<file path="src/rtl/alarm_pkg.sv">
// Shared types and defaults for the alarm ringer.
//   alarm_state_t : ringer state encoding
//   bcd_hm_t      : BCD HH:MM payload
//   bcd_time_eq   : HH:MM equality on BCD digits
package alarm_pkg;

  localparam int unsigned CLK_HZ     = 1000;
  localparam int unsigned RING_SEC   = 60;
  localparam int unsigned SNOOZE_SEC = 300;

  typedef enum logic [1:0] {
    IDLE    = 2'd0,
    ARMED   = 2'd1,
    RINGING = 2'd2,
    SNOOZE  = 2'd3
  } alarm_state_t;

  typedef struct packed {
    logic [3:0] h_ten;
    logic [3:0] h_one;
    logic [3:0] m_ten;
    logic [3:0] m_one;
  } bcd_hm_t;

  // True when both HH:MM values carry identical digits.
  function automatic logic bcd_time_eq(input bcd_hm_t a, input bcd_hm_t b);
    return (a == b);
  endfunction

endpackage

</file>
<file path="src/rtl/alarm_ringer_if.sv">
// Signal bundle between the alarm ringer and its environment.
//   master : drives enable, set strobe, alarm/current time, buttons; sees status
//   slave  : the ringer itself
interface alarm_ringer_if;

  logic       alarm_en;
  logic       alarm_set_done;
  logic [3:0] alarm_h_ten;
  logic [3:0] alarm_h_one;
  logic [3:0] alarm_m_ten;
  logic [3:0] alarm_m_one;
  logic [3:0] cur_h_ten;
  logic [3:0] cur_h_one;
  logic [3:0] cur_m_ten;
  logic [3:0] cur_m_one;
  logic [3:0] cur_s_ten;
  logic [3:0] cur_s_one;
  logic       off_btn;
  logic       snooze_btn;
  logic       alarm_triggered;
  logic       buzzer;
  logic       armed;
  logic       snoozing;

  modport master (
    output alarm_en, alarm_set_done,
    output alarm_h_ten, alarm_h_one, alarm_m_ten, alarm_m_one,
    output cur_h_ten, cur_h_one, cur_m_ten, cur_m_one, cur_s_ten, cur_s_one,
    output off_btn, snooze_btn,
    input  alarm_triggered, buzzer, armed, snoozing
  );

  modport slave (
    input  alarm_en, alarm_set_done,
    input  alarm_h_ten, alarm_h_one, alarm_m_ten, alarm_m_one,
    input  cur_h_ten, cur_h_one, cur_m_ten, cur_m_one, cur_s_ten, cur_s_one,
    input  off_btn, snooze_btn,
    output alarm_triggered, buzzer, armed, snoozing
  );

endinterface

</file>
<file path="src/rtl/sec_timer.sv">
// Cycle/second counter used for ring and snooze durations.
//   clk, rst : clock, synchronous active-high reset
//   clr      : synchronous clear (wins over en)
//   en       : count enable
//   sec      : whole seconds elapsed since last clear
//   sec_tick : high in the last cycle of each second (combinational)
module sec_timer #(
  parameter int unsigned CLK_HZ = 1000,
  parameter int unsigned SEC_W  = 9
) (
  input  logic             clk,
  input  logic             rst,
  input  logic             clr,
  input  logic             en,
  output logic [SEC_W-1:0] sec,
  output logic             sec_tick
);

  localparam int unsigned CYC_W = (CLK_HZ > 1) ? $clog2(CLK_HZ) : 1;

  logic [CYC_W-1:0] cyc_q;
  logic [SEC_W-1:0] sec_q;

  assign sec_tick = en && (cyc_q == CYC_W'(CLK_HZ - 1));
  assign sec      = sec_q;

  // Cycle counter wraps at CLK_HZ and carries into the second count.
  always_ff @(posedge clk) begin
    if (rst || clr) begin
      cyc_q <= '0;
      sec_q <= '0;
    end else if (en) begin
      if (sec_tick) begin
        cyc_q <= '0;
        sec_q <= sec_q + SEC_W'(1);
      end else begin
        cyc_q <= cyc_q + CYC_W'(1);
      end
    end
  end

endmodule

</file>
<file path="src/rtl/alarm_ringer.sv">
// Alarm trigger: arms on set strobe, rings at HH:MM:00, handles snooze/off/timeout.
//   clk, rst : clock, synchronous active-high reset
//   bus      : alarm_ringer_if slave (inputs: enable, set strobe, times, buttons;
//              outputs: alarm_triggered, buzzer, armed, snoozing - all registered)
module alarm_ringer #(
  parameter int unsigned CLK_HZ     = alarm_pkg::CLK_HZ,
  parameter int unsigned RING_SEC   = alarm_pkg::RING_SEC,
  parameter int unsigned SNOOZE_SEC = alarm_pkg::SNOOZE_SEC,
  parameter int unsigned TONE_HALF  = 1
) (
  input  logic           clk,
  input  logic           rst,
  alarm_ringer_if.slave  bus
);

  import alarm_pkg::*;

  localparam int unsigned SEC_MAX = (RING_SEC > SNOOZE_SEC) ? RING_SEC : SNOOZE_SEC;
  localparam int unsigned SEC_W   = $clog2(SEC_MAX + 1);
  localparam int unsigned TONE_W  = (TONE_HALF > 1) ? $clog2(TONE_HALF) : 1;

  alarm_state_t      state_q, state_d;
  logic              hit_q, off_q, snz_q, set_q;
  logic              trig_q, buzzer_q, armed_q, snoozing_q;
  logic [TONE_W-1:0] tone_q;
  bcd_hm_t           alarm_hm_c, cur_hm_c;
  logic              hit_c, trig_c, off_rise_c, snz_rise_c, set_rise_c;
  logic              tmr_clr_c, tmr_en_c, ring_done_c, snz_done_c;
  logic [SEC_W-1:0]  sec_c;
  logic              sec_tick_c;

  // Minute match only at second 00, so a match fires once per minute.
  assign alarm_hm_c = {bus.alarm_h_ten, bus.alarm_h_one, bus.alarm_m_ten, bus.alarm_m_one};
  assign cur_hm_c   = {bus.cur_h_ten, bus.cur_h_one, bus.cur_m_ten, bus.cur_m_one};
  assign hit_c      = bcd_time_eq(alarm_hm_c, cur_hm_c) &&
                      (bus.cur_s_ten == 4'd0) && (bus.cur_s_one == 4'd0);
  assign trig_c     = hit_c & ~hit_q;
  assign off_rise_c = bus.off_btn & ~off_q;
  assign snz_rise_c = bus.snooze_btn & ~snz_q;
  assign set_rise_c = bus.alarm_set_done & ~set_q;

  // Edge history resets high so levels already present at release are not edges.
  always_ff @(posedge clk) begin
    if (rst) begin
      hit_q <= 1'b1;
      off_q <= 1'b1;
      snz_q <= 1'b1;
      set_q <= 1'b1;
    end else begin
      hit_q <= hit_c;
      off_q <= bus.off_btn;
      snz_q <= bus.snooze_btn;
      set_q <= bus.alarm_set_done;
    end
  end

  // Shared timer restarts on any state change and only runs while ringing/snoozing.
  assign tmr_clr_c   = (state_d != state_q);
  assign tmr_en_c    = (state_q == RINGING) || (state_q == SNOOZE);
  assign ring_done_c = sec_tick_c && (sec_c == SEC_W'(RING_SEC - 1));
  assign snz_done_c  = sec_tick_c && (sec_c == SEC_W'(SNOOZE_SEC - 1));

  sec_timer #(
    .CLK_HZ (CLK_HZ),
    .SEC_W  (SEC_W)
  ) u_sec_timer (
    .clk      (clk),
    .rst      (rst),
    .clr      (tmr_clr_c),
    .en       (tmr_en_c),
    .sec      (sec_c),
    .sec_tick (sec_tick_c)
  );

  // State register.
  always_ff @(posedge clk) begin
    if (rst) state_q <= IDLE;
    else     state_q <= state_d;
  end

  // Next-state logic; enable and re-arm override everything else.
  always_comb begin
    state_d = state_q;
    if (!bus.alarm_en) begin
      state_d = IDLE;
    end else if (set_rise_c) begin
      state_d = ARMED;
    end else begin
      case (state_q)
        IDLE:    state_d = IDLE;
        ARMED:   if (trig_c) state_d = RINGING;
        RINGING: begin
          if (off_rise_c)       state_d = ARMED;
          else if (snz_rise_c)  state_d = SNOOZE;
          else if (ring_done_c) state_d = ARMED;
        end
        SNOOZE: begin
          if (off_rise_c)      state_d = ARMED;
          else if (snz_done_c) state_d = RINGING;
        end
        default: state_d = IDLE;
      endcase
    end
  end

  // Registered outputs decoded from the next state; tone restarts high on each ring entry.
  always_ff @(posedge clk) begin
    if (rst) begin
      trig_q     <= 1'b0;
      armed_q    <= 1'b0;
      snoozing_q <= 1'b0;
      buzzer_q   <= 1'b0;
      tone_q     <= '0;
    end else begin
      trig_q     <= (state_d == RINGING);
      armed_q    <= (state_d != IDLE);
      snoozing_q <= (state_d == SNOOZE);
      if (state_d == RINGING) begin
        if (state_q != RINGING) begin
          tone_q   <= '0;
          buzzer_q <= 1'b1;
        end else if (tone_q == TONE_W'(TONE_HALF - 1)) begin
          tone_q   <= '0;
          buzzer_q <= ~buzzer_q;
        end else begin
          tone_q   <= tone_q + TONE_W'(1);
        end
      end else begin
        tone_q   <= '0;
        buzzer_q <= 1'b0;
      end
    end
  end

  assign bus.alarm_triggered = trig_q;
  assign bus.buzzer          = buzzer_q;
  assign bus.armed           = armed_q;
  assign bus.snoozing        = snoozing_q;

endmodule
</file>
<file path="src/flat_wrapper.sv">
// flat-port wrapper written by rule: the top's interface ports become plain ports
module alarm_ringer_flat import alarm_pkg::*;
#(
  parameter int unsigned CLK_HZ     = alarm_pkg::CLK_HZ,
  parameter int unsigned RING_SEC   = alarm_pkg::RING_SEC,
  parameter int unsigned SNOOZE_SEC = alarm_pkg::SNOOZE_SEC,
  parameter int unsigned TONE_HALF  = 1
)
  (clk, rst, bus_alarm_en, bus_alarm_set_done, bus_alarm_h_ten, bus_alarm_h_one, bus_alarm_m_ten, bus_alarm_m_one, bus_cur_h_ten, bus_cur_h_one, bus_cur_m_ten, bus_cur_m_one, bus_cur_s_ten, bus_cur_s_one, bus_off_btn, bus_snooze_btn, bus_alarm_triggered, bus_buzzer, bus_armed, bus_snoozing);
  alarm_ringer_if bus_i ();
  input  logic clk;
  input  logic rst;
  input wire logic [$bits(bus_i.alarm_en)-1:0] bus_alarm_en;
  input wire logic [$bits(bus_i.alarm_set_done)-1:0] bus_alarm_set_done;
  input wire logic [$bits(bus_i.alarm_h_ten)-1:0] bus_alarm_h_ten;
  input wire logic [$bits(bus_i.alarm_h_one)-1:0] bus_alarm_h_one;
  input wire logic [$bits(bus_i.alarm_m_ten)-1:0] bus_alarm_m_ten;
  input wire logic [$bits(bus_i.alarm_m_one)-1:0] bus_alarm_m_one;
  input wire logic [$bits(bus_i.cur_h_ten)-1:0] bus_cur_h_ten;
  input wire logic [$bits(bus_i.cur_h_one)-1:0] bus_cur_h_one;
  input wire logic [$bits(bus_i.cur_m_ten)-1:0] bus_cur_m_ten;
  input wire logic [$bits(bus_i.cur_m_one)-1:0] bus_cur_m_one;
  input wire logic [$bits(bus_i.cur_s_ten)-1:0] bus_cur_s_ten;
  input wire logic [$bits(bus_i.cur_s_one)-1:0] bus_cur_s_one;
  input wire logic [$bits(bus_i.off_btn)-1:0] bus_off_btn;
  input wire logic [$bits(bus_i.snooze_btn)-1:0] bus_snooze_btn;
  output wire logic [$bits(bus_i.alarm_triggered)-1:0] bus_alarm_triggered;
  output wire logic [$bits(bus_i.buzzer)-1:0] bus_buzzer;
  output wire logic [$bits(bus_i.armed)-1:0] bus_armed;
  output wire logic [$bits(bus_i.snoozing)-1:0] bus_snoozing;
  assign bus_i.alarm_en = bus_alarm_en;
  assign bus_i.alarm_set_done = bus_alarm_set_done;
  assign bus_i.alarm_h_ten = bus_alarm_h_ten;
  assign bus_i.alarm_h_one = bus_alarm_h_one;
  assign bus_i.alarm_m_ten = bus_alarm_m_ten;
  assign bus_i.alarm_m_one = bus_alarm_m_one;
  assign bus_i.cur_h_ten = bus_cur_h_ten;
  assign bus_i.cur_h_one = bus_cur_h_one;
  assign bus_i.cur_m_ten = bus_cur_m_ten;
  assign bus_i.cur_m_one = bus_cur_m_one;
  assign bus_i.cur_s_ten = bus_cur_s_ten;
  assign bus_i.cur_s_one = bus_cur_s_one;
  assign bus_i.off_btn = bus_off_btn;
  assign bus_i.snooze_btn = bus_snooze_btn;
  assign bus_alarm_triggered = bus_i.alarm_triggered;
  assign bus_buzzer = bus_i.buzzer;
  assign bus_armed = bus_i.armed;
  assign bus_snoozing = bus_i.snoozing;
  alarm_ringer #(.CLK_HZ(CLK_HZ), .RING_SEC(RING_SEC), .SNOOZE_SEC(SNOOZE_SEC), .TONE_HALF(TONE_HALF)) u_core (.clk(clk), .rst(rst), .bus(bus_i));
endmodule
</file>
<file path="config.mk">
export PLATFORM = sky130hd
export DESIGN_NAME = alarm_ringer_flat
export DESIGN_NICKNAME = d
export VERILOG_FILES = /design/src/rtl/alarm_pkg.sv /design/src/rtl/alarm_ringer_if.sv /design/src/rtl/sec_timer.sv /design/src/rtl/alarm_ringer.sv /design/src/flat_wrapper.sv
export SDC_FILE = /design/constraint.sdc
export NUM_CORES = 1
export LEC_CHECK = 0
export ABC_AREA = 1
export CAP_MARGIN = 5
export CORE_ASPECT_RATIO = 1.25
export CORE_MARGIN = 1
export CORE_UTILIZATION = 45
export DETAILED_ROUTE_END_ITERATION = 16
export PLACE_DENSITY = 0.75
export REMOVE_ABC_BUFFERS = 1
export SLEW_MARGIN = 10
export SYNTH_ARGS = -nofsm -noshare
export SYNTH_HDL_FRONTEND = slang
export SYNTH_SLANG_ARGS = --single-unit
export TNS_END_PERCENT = 20
</file>
<file path="constraint.sdc">
create_clock -name clk -period 3.3 [get_ports clk]
set_input_delay 0.66 -clock clk [delete_from_list [all_inputs] [get_ports clk]]
set_output_delay 0.66 -clock clk [all_outputs]
set_load 0.005 [all_outputs]
</file>
Word-level counts from Yosys, hierarchy flattened

Cells that the tools add are included.

Reductions and logical operators: 14
Mux-type cells: 12
Bitwise gates (word level): 11
Shifts and indexed selects: 0
Div/mod/pow operators: 0
Multiply operators: 0
Add/subtract/negate cells: 3
Equal/unequal tests: 12
Order comparisons: 0

Operator list:

| cell                                                | number |
|---|---|
| equality test 16 bit                                | 1 |
| 2-to-1 mux 2 bit                                    | 8 |
| adder 10 x 1 -> 10 bit, second input constant       | 1 |
| equality test 10 bit, second input constant         | 1 |
| 2-to-1 mux 10 bit                                   | 1 |
| adder 9 x 1 -> 9 bit, second input constant         | 1 |
| equality test 9 x 6 -> 1 bit, second input constant | 1 |
| equality test 9 bit, second input constant          | 1 |
| equality test 2 bit, second input constant          | 4 |
| logical NOT 4 bit                                   | 2 |
| one-hot mux 2 bit (4 select lines)                  | 1 |
| inverter 1 bit                                      | 7 |
| logical AND 1 bit                                   | 5 |
| AND 1 bit                                           | 4 |
| inequality test 2 bit, second input constant        | 2 |
| OR reduction 4 bit                                  | 1 |
| equality test 2 x 1 -> 1 bit, second input constant | 1 |
| logical NOT 2 bit                                   | 1 |
| logical OR 1 bit                                    | 2 |
| 2-to-1 mux 1 bit                                    | 2 |
| inequality test 2 bit                               | 1 |
| AND reduction 2 bit                                 | 1 |
| nonzero test 2 bit                                  | 1 |
| OR reduction 2 bit                                  | 1 |
| adder 1 bit, second input constant                  | 1 |

Bits in registers: 30
Bits in read-only memories: 0
Bits in latches: 0
Word-level logic and storage cells: 64
Memories kept: 0
Bits of input ports: 46
Output and inout port bits: 4
Memory bits (writable): 0

Depth between registers and ports, before layout

Gate-level depths: netlist of run 1.

Depth after elaboration: 13
Mapped depth: 16
Mapped depth without buffers: 15

Cells and area by module

A second synthesis of run 1 with hierarchy kept.

Cells, all modules: 302
Area total of the unflattened synthesis: 1884.3 sq um

By module, submodules not included:

| module       | area each (sq um) | seq. area each (sq um) | cells an instance | instances |
|---|---|---|---|---|
| sec_timer    | 991.0             | 380.4                  | 151               | 1 |
| alarm_ringer | 893.4             | 220.2                  | 151               | 1 |

Worst setup path before layout of run 1

OpenSTA, ideal clock, no wires.

Kind: input -> register
From: in bus_cur_s_one[2]
To: reg u_core.u_sec_timer.cyc_q[0]
Required time: 3181 ps
Cell stages on the path: 15
Data arrival time: 1888 ps
Buffers on the path: 1
Slack: 1293 ps
Library setup time: 119 ps
Cells stage by stage: inv_1 nand2_1 nor2_1 nand2_1 nor2_1 nand2_1 nor2_1 nand3_1 nand3_1 nand3b_1 nand2_1 nand2_1 nand3_4 buf_6 nor2_2

Word-level cells in the longest chain between the ends: 9

Ends and longest elaborated chain:

| what                               | line               | text |
|---|---|---|
| start: declaration                 | flat_wrapper.sv:24 | `input wire logic [$bits(bus_i.cur_s_one)-1:0] bus_cur_s_one;` |
| logical NOT 4 bit                  | alarm_ringer.sv:36 | `(bus.cur_s_ten == 4'd0) && (bus.cur_s_one == 4'd0);` |
| logical AND 1 bit                  | alarm_ringer.sv:36 |  |
| AND 1 bit                          | alarm_ringer.sv:37 | `assign trig_c = hit_c & ~hit_q;` |
| 2-to-1 mux 2 bit                   | alarm_ringer.sv:91 | `ARMED: if (trig_c) state_d = RINGING;` |
| one-hot mux 2 bit (4 select lines) | alarm_ringer.sv:89 | `case (state_q)` |
| 2-to-1 mux 2 bit                   | alarm_ringer.sv:86 | `end else if (set_rise_c) begin` |
| 2-to-1 mux 2 bit                   | alarm_ringer.sv:84 | `if (!bus.alarm_en) begin` |
| inequality test 2 bit              | alarm_ringer.sv:58 | `assign tmr_clr_c = (state_d != state_q);` |
| logical OR 1 bit                   | sec_timer.sv:29    | `if (rst \|\| clr) begin` |
| end signal: assignment             | sec_timer.sv:37    | `cyc_q <= cyc_q + CYC_W'(1);` |
| end: declaration                   | sec_timer.sv:21    | `logic [CYC_W-1:0] cyc_q;` |

No other way between the ends.
A chain may end at the register's enable or synchronous reset.

Worst setup path in the final report of run 1

From: in bus_alarm_m_ten[1]
To: reg u_core.u_sec_timer.cyc_q[6]

Word-level cells in the longest chain between the ends: 10

Ends and longest elaborated chain:

| what                               | line               | text |
|---|---|---|
| start: declaration                 | flat_wrapper.sv:17 | `input wire logic [$bits(bus_i.alarm_m_ten)-1:0] bus_alarm_m_ten;` |
| equality test 16 bit               | alarm_pkg.sv:27    | `return (a == b);` |
| logical AND 1 bit                  | alarm_ringer.sv:35 | `assign hit_c = bcd_time_eq(alarm_hm_c, cur_hm_c) &&` |
| logical AND 1 bit                  | alarm_ringer.sv:36 |  |
| AND 1 bit                          | alarm_ringer.sv:37 |  |
| 2-to-1 mux 2 bit                   | alarm_ringer.sv:91 |  |
| one-hot mux 2 bit (4 select lines) | alarm_ringer.sv:89 |  |
| 2-to-1 mux 2 bit                   | alarm_ringer.sv:86 |  |
| 2-to-1 mux 2 bit                   | alarm_ringer.sv:84 |  |
| inequality test 2 bit              | alarm_ringer.sv:58 |  |
| logical OR 1 bit                   | sec_timer.sv:29    |  |

No other way between the ends.

==> flow_summary.ini, run 1 <==
[routing]
drt.antenna.violating_nets = 0
drc = 0
routed_wirelength_um = 3740
post_drt_via_cell_ratio = 4.52
routed_wire_length_per_instance_um = 9.90
vias = 1708
initialDrtViolationCount = 36
drt_pre_antenna_iters = 4

[timing]
total_setup_violations_reported_at_the_end_of_the_flow = 0
finClkSkew_ns = 0.00779
slew_viol_final = 0
grt_setup_unrepaired = false
fmax_mhz = 421
post-route-period-util_pct = 71.9
final.hold.worst_slack_ns = 0.491
setup-tns-final_ns = 0
timing.final.crit_period_ns = 2.37
report.final.hold_viol_count = 0

[synthesis]
yosysWarningCount = 0
synth_sequential_area_ratio_pct = 33.6
avgSynthCellArea_sq_um = 6.60
post-synth-top-area-cell = sky130_fd_sc_hd__dfxtp_1
synth_top_area_share_pct = 33.6
post_synth_num_cell_types = 32
synth_most_common_cell = sky130_fd_sc_hd__nand2_1
synth-seq-cells = 30
post_synth_main_area_contributors = sky130_fd_sc_hd__dfxtp_1 (34%), sky130_fd_sc_hd__nand2_1 (14%), sky130_fd_sc_hd__inv_1 (11%)
post_synth_inst_count = 271
syn-cell-area_sq_mm = 0.00179
synth_enable_flop_cells = 0
ys.flop_type = sky130_fd_sc_hd__dfxtp_1
netlist_top_cells_count = sky130_fd_sc_hd__nand2_1 (68), sky130_fd_sc_hd__inv_1 (54), sky130_fd_sc_hd__nor2_1 (33)
synth_async_sr_flop_share_pct = 0

[cts]
clock_sink_count = 30
cts_root_buffer = sky130_fd_sc_hd__clkbuf_8
cts_tree = yes
holdBufCountCts = 0
post_cts.resized_instances = 0
worst_skew_pair.late_latency_ns = 0.28
h-tree-depth = 2
cts_setup_buffers = 0
tritoncts.num_buffers = 5
clock_path_buffers = 2
clk_transition_reported_paths_ns = 0.06

[run_status]
run_status = complete, no violations

[floorplanning]
boundaryPins = 50
die_width_um = 58.4
placeableCoreArea_sq_mm = 0.00378
die-area_sq_mm = 0.00423
die_height_um = 72.5
initial_core_util_pct = 47.2
core.rowCount = 25

[cells_and_area]
flow.area_growth_from_synthesis_pct = 34.6
design.final.nets = 373
insertedDiodeCount = 0
drive_gt1_share_pct = 8.33

[min_path]
hold_class = register to register
min-delay-start = u_core.tone_q

[critical_path]
slowest_stage = sky130_fd_sc_hd__clkdlybuf4s50_1
crit_start = bus_alarm_m_ten[1]
slowest_delay_ns = 0.48
endpoint_kind_of_the_worst_setup_timing_path = register
cp_num_buf_inv = 2
crit_top_cell = sky130_fd_sc_hd__nand2_1
critPathArrivalTime_ns = 2.58
worstPathCellList = clkdlybuf4s50_1 -> inv_1 -> nand2_1 -> nand2_1 -> nor2_1 -> nand3_1 -> nor2_1 -> nand4_1 -> nand2_1 -> nand2_2 -> nand2_1 -> nand2_1 -> nor2_4 -> nand3_4 -> nor2_1
crit_fanout = 19
top_cell_family_by_delay_on_the_critical_path = simple AND/OR/NAND/NOR gates
critical_path.startpoint_type = input pin
worst_r2r_startpoint = u_core.state_q[1]
worst-endpoint-required_ns = 3.51
path_class = input pin to register

[power_and_ir_drop]
p_per_area_mw_per_mm2 = 313
total_switching_power_w = 0.000160
intPower_w = 0.000591
seqPwrFrac_pct = 48.9
switching_share_pct = 21.3
p_clk_share_pct = 37.2
p_leak_nw = 1.06
irDropWorstVdd_v = 0.000415
comb_power_share_pct = 13.9

[grt]
grt_antenna_before_repair = 0
grt_start_max_net_pins = 20
grtUsageTotal_pct = 20.6
first_global_vias = 1663
grt_pass1_wl_um = 6670
grt_overflow_total = 0

[placed_design]
placement.io_buffers = 49
place_congestion = 0.840
place_hpwl_um = 3070

[job]
cap_viol_max_count = 0
-- layer usage --
layer	vias up	GRT usage (%)	wire, um
li1	931	-	-
met1	733	20.5	1550
met2	36	38.3	1890
met3	8	5.88	226
met4	0	10.3	81
met5	-	0	0
-- per-stage QoR --
stage	instances	worst slack, ns	utilization (%)	cell area (sq um)	power (W)
global placement	372	0.637	61.4	2320	0.000479
floorplan	269	1.31	-	1770	0.000416
global route	378	0.607	63.6	2410	0.000783
CTS	378	0.883	63.6	2410	0.000762
finish	378	0.927	63.6	2410	0.000752
detailed placement	372	0.592	61.4	2320	0.000481
-- power groups by stage --
stage / clock network [W] / registers [W] / logic (W)
after global placement: 0 / 0.000375 / 0.000104
final: 0.000280 / 0.000368 / 0.000105
after global routing: 0.000299 / 0.000368 / 0.000117
after detailed placement: 0 / 0.000375 / 0.000106
after floorplan: 0 / 0.000375 / 0.0000411
after CTS: 0.000288 / 0.000367 / 0.000106
-- cell type report --
class | instances | area, sq um
repair buffers | 49 | 490
clock buffers | 6 | 82.6
flip-flops and latches | 30 | 601
multi-input cells | 183 | 951
fillers | 351 | 1380
inverters | 56 | 214
well taps | 54 | 67.6
-- worst min-delay path, delay by kind of cell, from the launching register on --
kind,cells,cell delay (ns)
simple gates,1,0.06
flops,1,0.31
compound gates,1,0.08
-- registers in the layout (all words and copies together), names as in the netlist --
name,flops
u_core.state_q,2
u_core.bus.buzzer,1
u_core.snz_q,1
u_core.bus.armed,1
u_core.u_sec_timer.sec,9
u_core.set_q,1
u_core.u_sec_timer.cyc_q,10
u_core.tone_q,1
u_core.bus.snoozing,1
u_core.bus.alarm_triggered,1
u_core.off_q,1
u_core.hit_q,1
-- cells in the final DEF (no fill, tap or decap), drive strengths merged --
master / count
nand4: 5
a21oi: 4
inv: 55
nand3b: 1
o22ai: 1
o21ai: 12
clkinv: 1
nor2: 45
conb: 1
nor4: 2
and3: 1
clkbuf: 6
mux2i: 1
dfxtp: 30
a22oi: 1
nand2: 69
xnor2: 7
nor3: 7
nand3: 12
a31oi: 1
xor2: 8
clkdlybuf4s50: 49
nor4b: 1
or2: 2
ha: 2
-- kinds of logic after synthesis --
kind of cell	synth area share, %
and+or+nand+nor	38.1
buffers and inverters	13.2
DFF	33.6
AOI/OAI and AO/OA	5.60
xor gates and xnor gates	7.35
adders and majority gates	1.40
other	0.210
muxes	0.560
-- final timing paths --
check | slack (ns) | cells after the start | endpoint
max | 0.93 | 15 | u_core.u_sec_timer.cyc_q[6]
min | 0.49 | 2 | u_core.bus.buzzer
max reg2reg | 0.96 | 12 | u_core.u_sec_timer.cyc_q[6]
min reg2reg | 0.49 | 2 | u_core.bus.buzzer
No activity file was read; power rests on OpenSTA's default activity.
==> inputs of run 2 (changes only) <==
==> constraint.sdc (replaced) <==
create_clock -name clk -period 2.35 [get_ports clk]
set_input_delay 0.47 -clock clk [delete_from_list [all_inputs] [get_ports clk]]
set_output_delay 0.47 -clock clk [all_outputs]
set_load 0.005 [all_outputs]
==> run 2 against run 1 <==
Against the previous run: setup slack worse by 0.64 ns; first-iteration DRC count up 64%; non-clock buffer count up 6; worst hold slack worse by 0.014 ns; clock-buffer cell count up 1; clock power up 36%.
==> flow_summary.ini, run 2 (synthesis results as in run 1) <==
[run_status]
run_status = complete, no violations

[timing]
finClkSkew_ns = 0.00363
total_setup_violations_reported_at_the_end_of_the_flow = 0
fmax_mhz = 486
setup_slack_ns = 0.292
post-route-period-util_pct = 87.6
final.hold.worst_slack_ns = 0.477
slew_viol_final = 0
grt_setup_unrepaired = false
timing.final.crit_period_ns = 2.06
report.final.hold_viol_count = 0
setup-tns-final_ns = 0

[cts]
cts_setup_buffers = 0
holdBufCountCts = 0
cts_root_buffer = sky130_fd_sc_hd__clkbuf_8
h-tree-depth = 2
tritoncts.num_buffers = 5
cts_tree = yes
clock_sink_count = 30
worst_skew_pair.late_latency_ns = 0.28
clk_transition_reported_paths_ns = 0.06
clock_path_buffers = 2

[cells_and_area]
largest_reg_flops = 10
design.final.nets = 379
most-common-layout-cells = sky130_fd_sc_hd__nand2_1 (68), sky130_fd_sc_hd__inv_1 (54), sky130_fd_sc_hd__clkdlybuf4s50_1 (49)
multi_input_area_sq_um = 953
drive_gt1_share_pct = 9.97
registers.top_by_ff_count = u_core.u_sec_timer.cyc_q
mostFrequentLayoutCell = sky130_fd_sc_hd__nand2_1
regArea_sq_um = 601
flow.area_growth_from_synthesis_pct = 37.6
num-fill-cells = 349
insertedDiodeCount = 0

[critical_path]
critPathArrivalTime_ns = 2.28
path_class = input pin to register
endpoint_kind_of_the_worst_setup_timing_path = register
crit_fanout = 19
worst-endpoint-required_ns = 2.57
critical_path.startpoint_type = input pin

[routing]
post_drt_via_cell_ratio = 4.50
vias = 1731
drc = 0
drt_pre_antenna_iters = 4
drt.antenna.violating_nets = 0
initialDrtViolationCount = 59
routed_wire_length_per_instance_um = 9.97
routed_wirelength_um = 3840

[floorplanning]
die-area_sq_mm = 0.00423
initial_core_util_pct = 47.2
die_width_um = 58.4
placeableCoreArea_sq_mm = 0.00378
die_height_um = 72.5
core.rowCount = 25
boundaryPins = 50

[placed_design]
placement.io_buffers = 49
place_hpwl_um = 3020
placement_stage_worst_setup_slack_ns = -0.0527
place_congestion = 0.855

[grt]
grt_overflow_total = 0
grt_start_max_net_pins = 20
grtUsageTotal_pct = 20.6
grt_antenna_before_repair = 0
first_global_vias = 1670
grt_pass1_wl_um = 6670

[power_and_ir_drop]
sum_of_internal_switching_and_leakage_power_w = 0.00105
p_per_area_mw_per_mm2 = 427
irDropWorstVdd_v = 0.000403
p_leak_nw = 1.09

[job]
cap_viol_max_count = 0

[min_path]
hold_class = register to register
## run 2: cell types whose count changed in the layout (fill, tap and decap cells not counted)
cell,delta
sky130_fd_sc_hd__buf_4,+5
sky130_fd_sc_hd__clkbuf_1,+2
sky130_fd_sc_hd__nor2_2,+1
sky130_fd_sc_hd__clkbuf_8,-1
sky130_fd_sc_hd__nor2_1,-1
sky130_fd_sc_hd__buf_12,+1
## run 2: through the flow
step           area [sq um]  util (%)  std cells
6_report               2460      65.0        385
5_1_grt                2460      65.0        385
4_1_cts                2460      64.9        385
3_5_place_dp           2380      62.9        378
3_3_place_gp           2380      62.9        378
2_1_floorplan          1770         -        269
## run 2: what timing repair did
item	in CTS	in global routing
endpoints found under the hold margin	0	0
resized for setup	0	1
setup endpoints to repair	0	2
## run 2: worst paths after layout
kind,from,end,slack [ns],depth (start not counted)
worst min register to register,u_core.tone_q,u_core.bus.buzzer,0.48,2
worst max register to register,u_core.u_sec_timer.cyc_q[1],u_core.u_sec_timer.sec[0],0.35,15
worst max-delay path,bus_alarm_m_ten[1],u_core.u_sec_timer.sec[0],0.29,16
worst min-delay path,u_core.tone_q,u_core.bus.buzzer,0.48,2
## run 2: routing by layer
layer | vias up | global-route usage (%) | routed length (um)
li1 | 939 | - | -
met1 | 739 | 21.2 | 1660
met2 | 44 | 37.9 | 1860
met3 | 9 | 4.99 | 232
met4 | 0 | 10.3 | 88
met5 | - | 0 | 0
## run 2: worst max-delay path, stage by stage
cell and delay [ns]:
sky130_fd_sc_hd__clkdlybuf4s50_1 0.48, sky130_fd_sc_hd__inv_1 0.04, sky130_fd_sc_hd__nand2_1 0.05, sky130_fd_sc_hd__nand2_1 0.05
sky130_fd_sc_hd__nor2_1 0.11, sky130_fd_sc_hd__nand3_1 0.12, sky130_fd_sc_hd__nor2_2 0.16, sky130_fd_sc_hd__nand4_1 0.10
sky130_fd_sc_hd__nand2_1 0.09, sky130_fd_sc_hd__nand2_2 0.06, sky130_fd_sc_hd__nand2_1 0.06, sky130_fd_sc_hd__nand2_1 0.07
sky130_fd_sc_hd__nor2_4 0.11, sky130_fd_sc_hd__nand3_4 0.07, sky130_fd_sc_hd__buf_12 0.16, sky130_fd_sc_hd__nor2_1 0.08
## run 2: power by group
| group | internal, W | switching (W) |
|---|---|---|
| combinational | 0.0000982 | 0.0000576 |
| sequential | 0.000514 | 0.00000202 |
| clock | 0.000203 | 0.000176 |
## run 2: layout make-up
type	count	share of cell area, %
Multi-Input combinational cell	183	38.8
Sequential cell	30	24.4
Timing Repair Buffer	55	22.3
Inverter	56	8.70
Clock buffer	7	3.10
Tap cell	54	2.75
==> inputs of run 3 (changes only) <==
--- a/config.mk
+++ b/config.mk
@@ -9,7 +9,7 @@
 export CAP_MARGIN = 5
 export CORE_ASPECT_RATIO = 1.25
 export CORE_MARGIN = 1
-export CORE_UTILIZATION = 45
+export CORE_UTILIZATION = 43
 export DETAILED_ROUTE_END_ITERATION = 16
 export PLACE_DENSITY = 0.75
 export REMOVE_ABC_BUFFERS = 1
==> constraint.sdc (replaced) <==
create_clock -name clk -period 1.8 [get_ports clk]
set_input_delay 0.36 -clock clk [delete_from_list [all_inputs] [get_ports clk]]
set_output_delay 0.36 -clock clk [all_outputs]
set_load 0.005 [all_outputs]
==> run 3 against run 2 <==
Against the previous run: the flow now finishes with violations (setup timing); critical endpoint is now u_core.u_sec_timer.cyc_q[0]; first-iteration DRC count shrank 14%; total power grew 37%; sequential share of layout area shrank 4.0 points; clock power grew 43%; cell count grew 10%; sequential power grew 31%; register-to-register slack lost 0.62 ns; critical path type is now register to register; non-clock buffer count grew 38; sequential cell count is the same.
==> flow_summary.ini, run 3 (synthesis results as in run 1) <==
[grt]
grt_overflow_total = 0
grt_use_met1_pct = 18.8
grt_antenna_before_repair = 0
first_global_vias = 1793
grtUsageMet2_pct = 43.5
grtUsageTotal_pct = 20.9
grt.met3_usage_pct = 3.30
grt_start_max_net_pins = 20
globalRoute.busiestLayer = met2
grt_pass1_wl_um = 6870

[placed_design]
place_hpwl_um = 3530
place.detailed.instances = 410
placement.io_buffers = 49
place_congestion = 0.846

[critical_path]
endpoint_kind_of_the_worst_setup_timing_path = register
worst-endpoint-required_ns = 2.01
crit_fanout = 5
critical_path.startpoint_type = register
path_class = register to register
critPathArrivalTime_ns = 2.28

[cells_and_area]
mostFrequentLayoutCell = sky130_fd_sc_hd__nand2_1
flow.area_growth_from_synthesis_pct = 65.3
design.final.nets = 417
most-common-layout-cells = sky130_fd_sc_hd__nand2_1 (64), sky130_fd_sc_hd__inv_1 (53), sky130_fd_sc_hd__buf_4 (41)
registers.top_by_ff_count = u_core.u_sec_timer.cyc_q
drive_gt1_share_pct = 25.1
layout.cells.non_filler = 424
largest_reg_flops = 10
insertedDiodeCount = 0

[routing]
routed_wire_length_per_instance_um = 12.4
drc = 0
initialDrtViolationCount = 51
drt.antenna.violating_nets = 0
vias = 1992
post_drt_via_cell_ratio = 4.70
routed_wirelength_um = 5240
drt_pre_antenna_iters = 4

[cts]
clock_path_buffers = 2
cts_root_buffer = sky130_fd_sc_hd__clkbuf_8
h-tree-depth = 2
clock_sink_count = 30
worst_skew_pair.late_latency_ns = 0.28
tritoncts.num_buffers = 5
clk_transition_reported_paths_ns = 0.06
cts_tree = yes

[timing]
post-route-period-util_pct = 115
fmax_mhz = 484
total_setup_violations_reported_at_the_end_of_the_flow = 23
grt_setup_unrepaired = true
timing.final.crit_period_ns = 2.07
setup_slack_ns = -0.266
slew_headroom_pct = 60.1
finClkSkew_ns = 0.00264
setup-tns-final_ns = -4.60
report.final.hold_viol_count = 0
slew_viol_final = 0
worst_slew_pin_slew_ns = 0.593
final.hold.worst_slack_ns = 0.484

[floorplanning]
die_height_um = 74.1
core.rowCount = 25
placeableCoreArea_sq_mm = 0.00388
die_width_um = 59.7
initial_core_util_pct = 46.1
boundaryPins = 50
die-area_sq_mm = 0.00442

[power_and_ir_drop]
p_per_area_mw_per_mm2 = 489
irDropWorstVdd_v = 0.000687
sum_of_internal_switching_and_leakage_power_w = 0.00144
p_leak_nw = 1.58

[run_status]
run_status = finished with violations
violations = setup timing

[min_path]
hold_class = register to register

[job]
cap_viol_max_count = 0
run 3: timing repair:
action                                  4_1_cts  5_1_grt
gates resized for setup                      13       52
pin swaps                                     1        9
setup buffers                                 1        3
hold buffers                                  0        0
gates cloned                                  0        2
endpoints found under the setup margin       23       25
run 3: worst max-delay path, stage by stage (launching register included):
cell,delay [ns]
sky130_fd_sc_hd__dfxtp_2,0.35
sky130_fd_sc_hd__ha_4,0.14
sky130_fd_sc_hd__inv_2,0.04
sky130_fd_sc_hd__nor3_4,0.21
sky130_fd_sc_hd__nand3_4,0.14
sky130_fd_sc_hd__inv_4,0.10
sky130_fd_sc_hd__nand3_4,0.07
sky130_fd_sc_hd__o21ai_2,0.16
sky130_fd_sc_hd__nand2_1,0.09
sky130_fd_sc_hd__nand2_2,0.10
sky130_fd_sc_hd__nor2_2,0.06
sky130_fd_sc_hd__nor2_4,0.12
sky130_fd_sc_hd__nand3_4,0.13
sky130_fd_sc_hd__clkbuf_16,0.19
sky130_fd_sc_hd__nor2_2,0.09
run 3: area by class of cell:
type | instances | area, sq um
Fill cell | 292 | 923
Clock buffer | 7 | 86.3
Inverter | 56 | 215
Clock inverter | 1 | 5.00
Timing Repair Buffer | 93 | 928
Sequential cell | 30 | 603
Multi-Input combinational cell | 183 | 1050
Tap cell | 54 | 67.6
run 3: power by group:
part / switching, W / internal [W]
Combinational: 0.0000941 / 0.000133
Clock: 0.000236 / 0.000307
Sequential: 0.00000309 / 0.000671
Total: 0.000333 / 0.00111
run 3: final timing paths:
| path | from | endpoint | slack, ns | cells after the start |
|---|---|---|---|---|
| worst max-delay path | u_core.u_sec_timer.cyc_q[1] | u_core.u_sec_timer.cyc_q[0] | -0.27 | 14 |
| worst min-delay path | u_core.tone_q | u_core.bus.buzzer | 0.48 | 2 |
| worst max register to register | u_core.u_sec_timer.cyc_q[1] | u_core.u_sec_timer.cyc_q[0] | -0.27 | 14 |
| worst min register to register | u_core.tone_q | u_core.bus.buzzer | 0.48 | 2 |
run 3: per-layer routing:
metal	share of wire, %	vias up
met5	0	-
met4	2.3	0
met3	5.3	14
met2	56	67
met1	36	892
li1	-	1019
run 3: through the flow:
| step | instance area [sq um] | worst slack (ns) | utilization (%) |
|---|---|---|---|
| after floorplan | 1770 | -0.117 | - |
| after global placement | 2620 | -0.473 | 67.6 |
| after detailed placement | 2620 | -0.507 | 67.6 |
| after CTS | 2730 | -0.139 | 70.4 |
| after global routing | 2960 | -0.341 | 76.2 |
| final | 2960 | -0.266 | 76.2 |
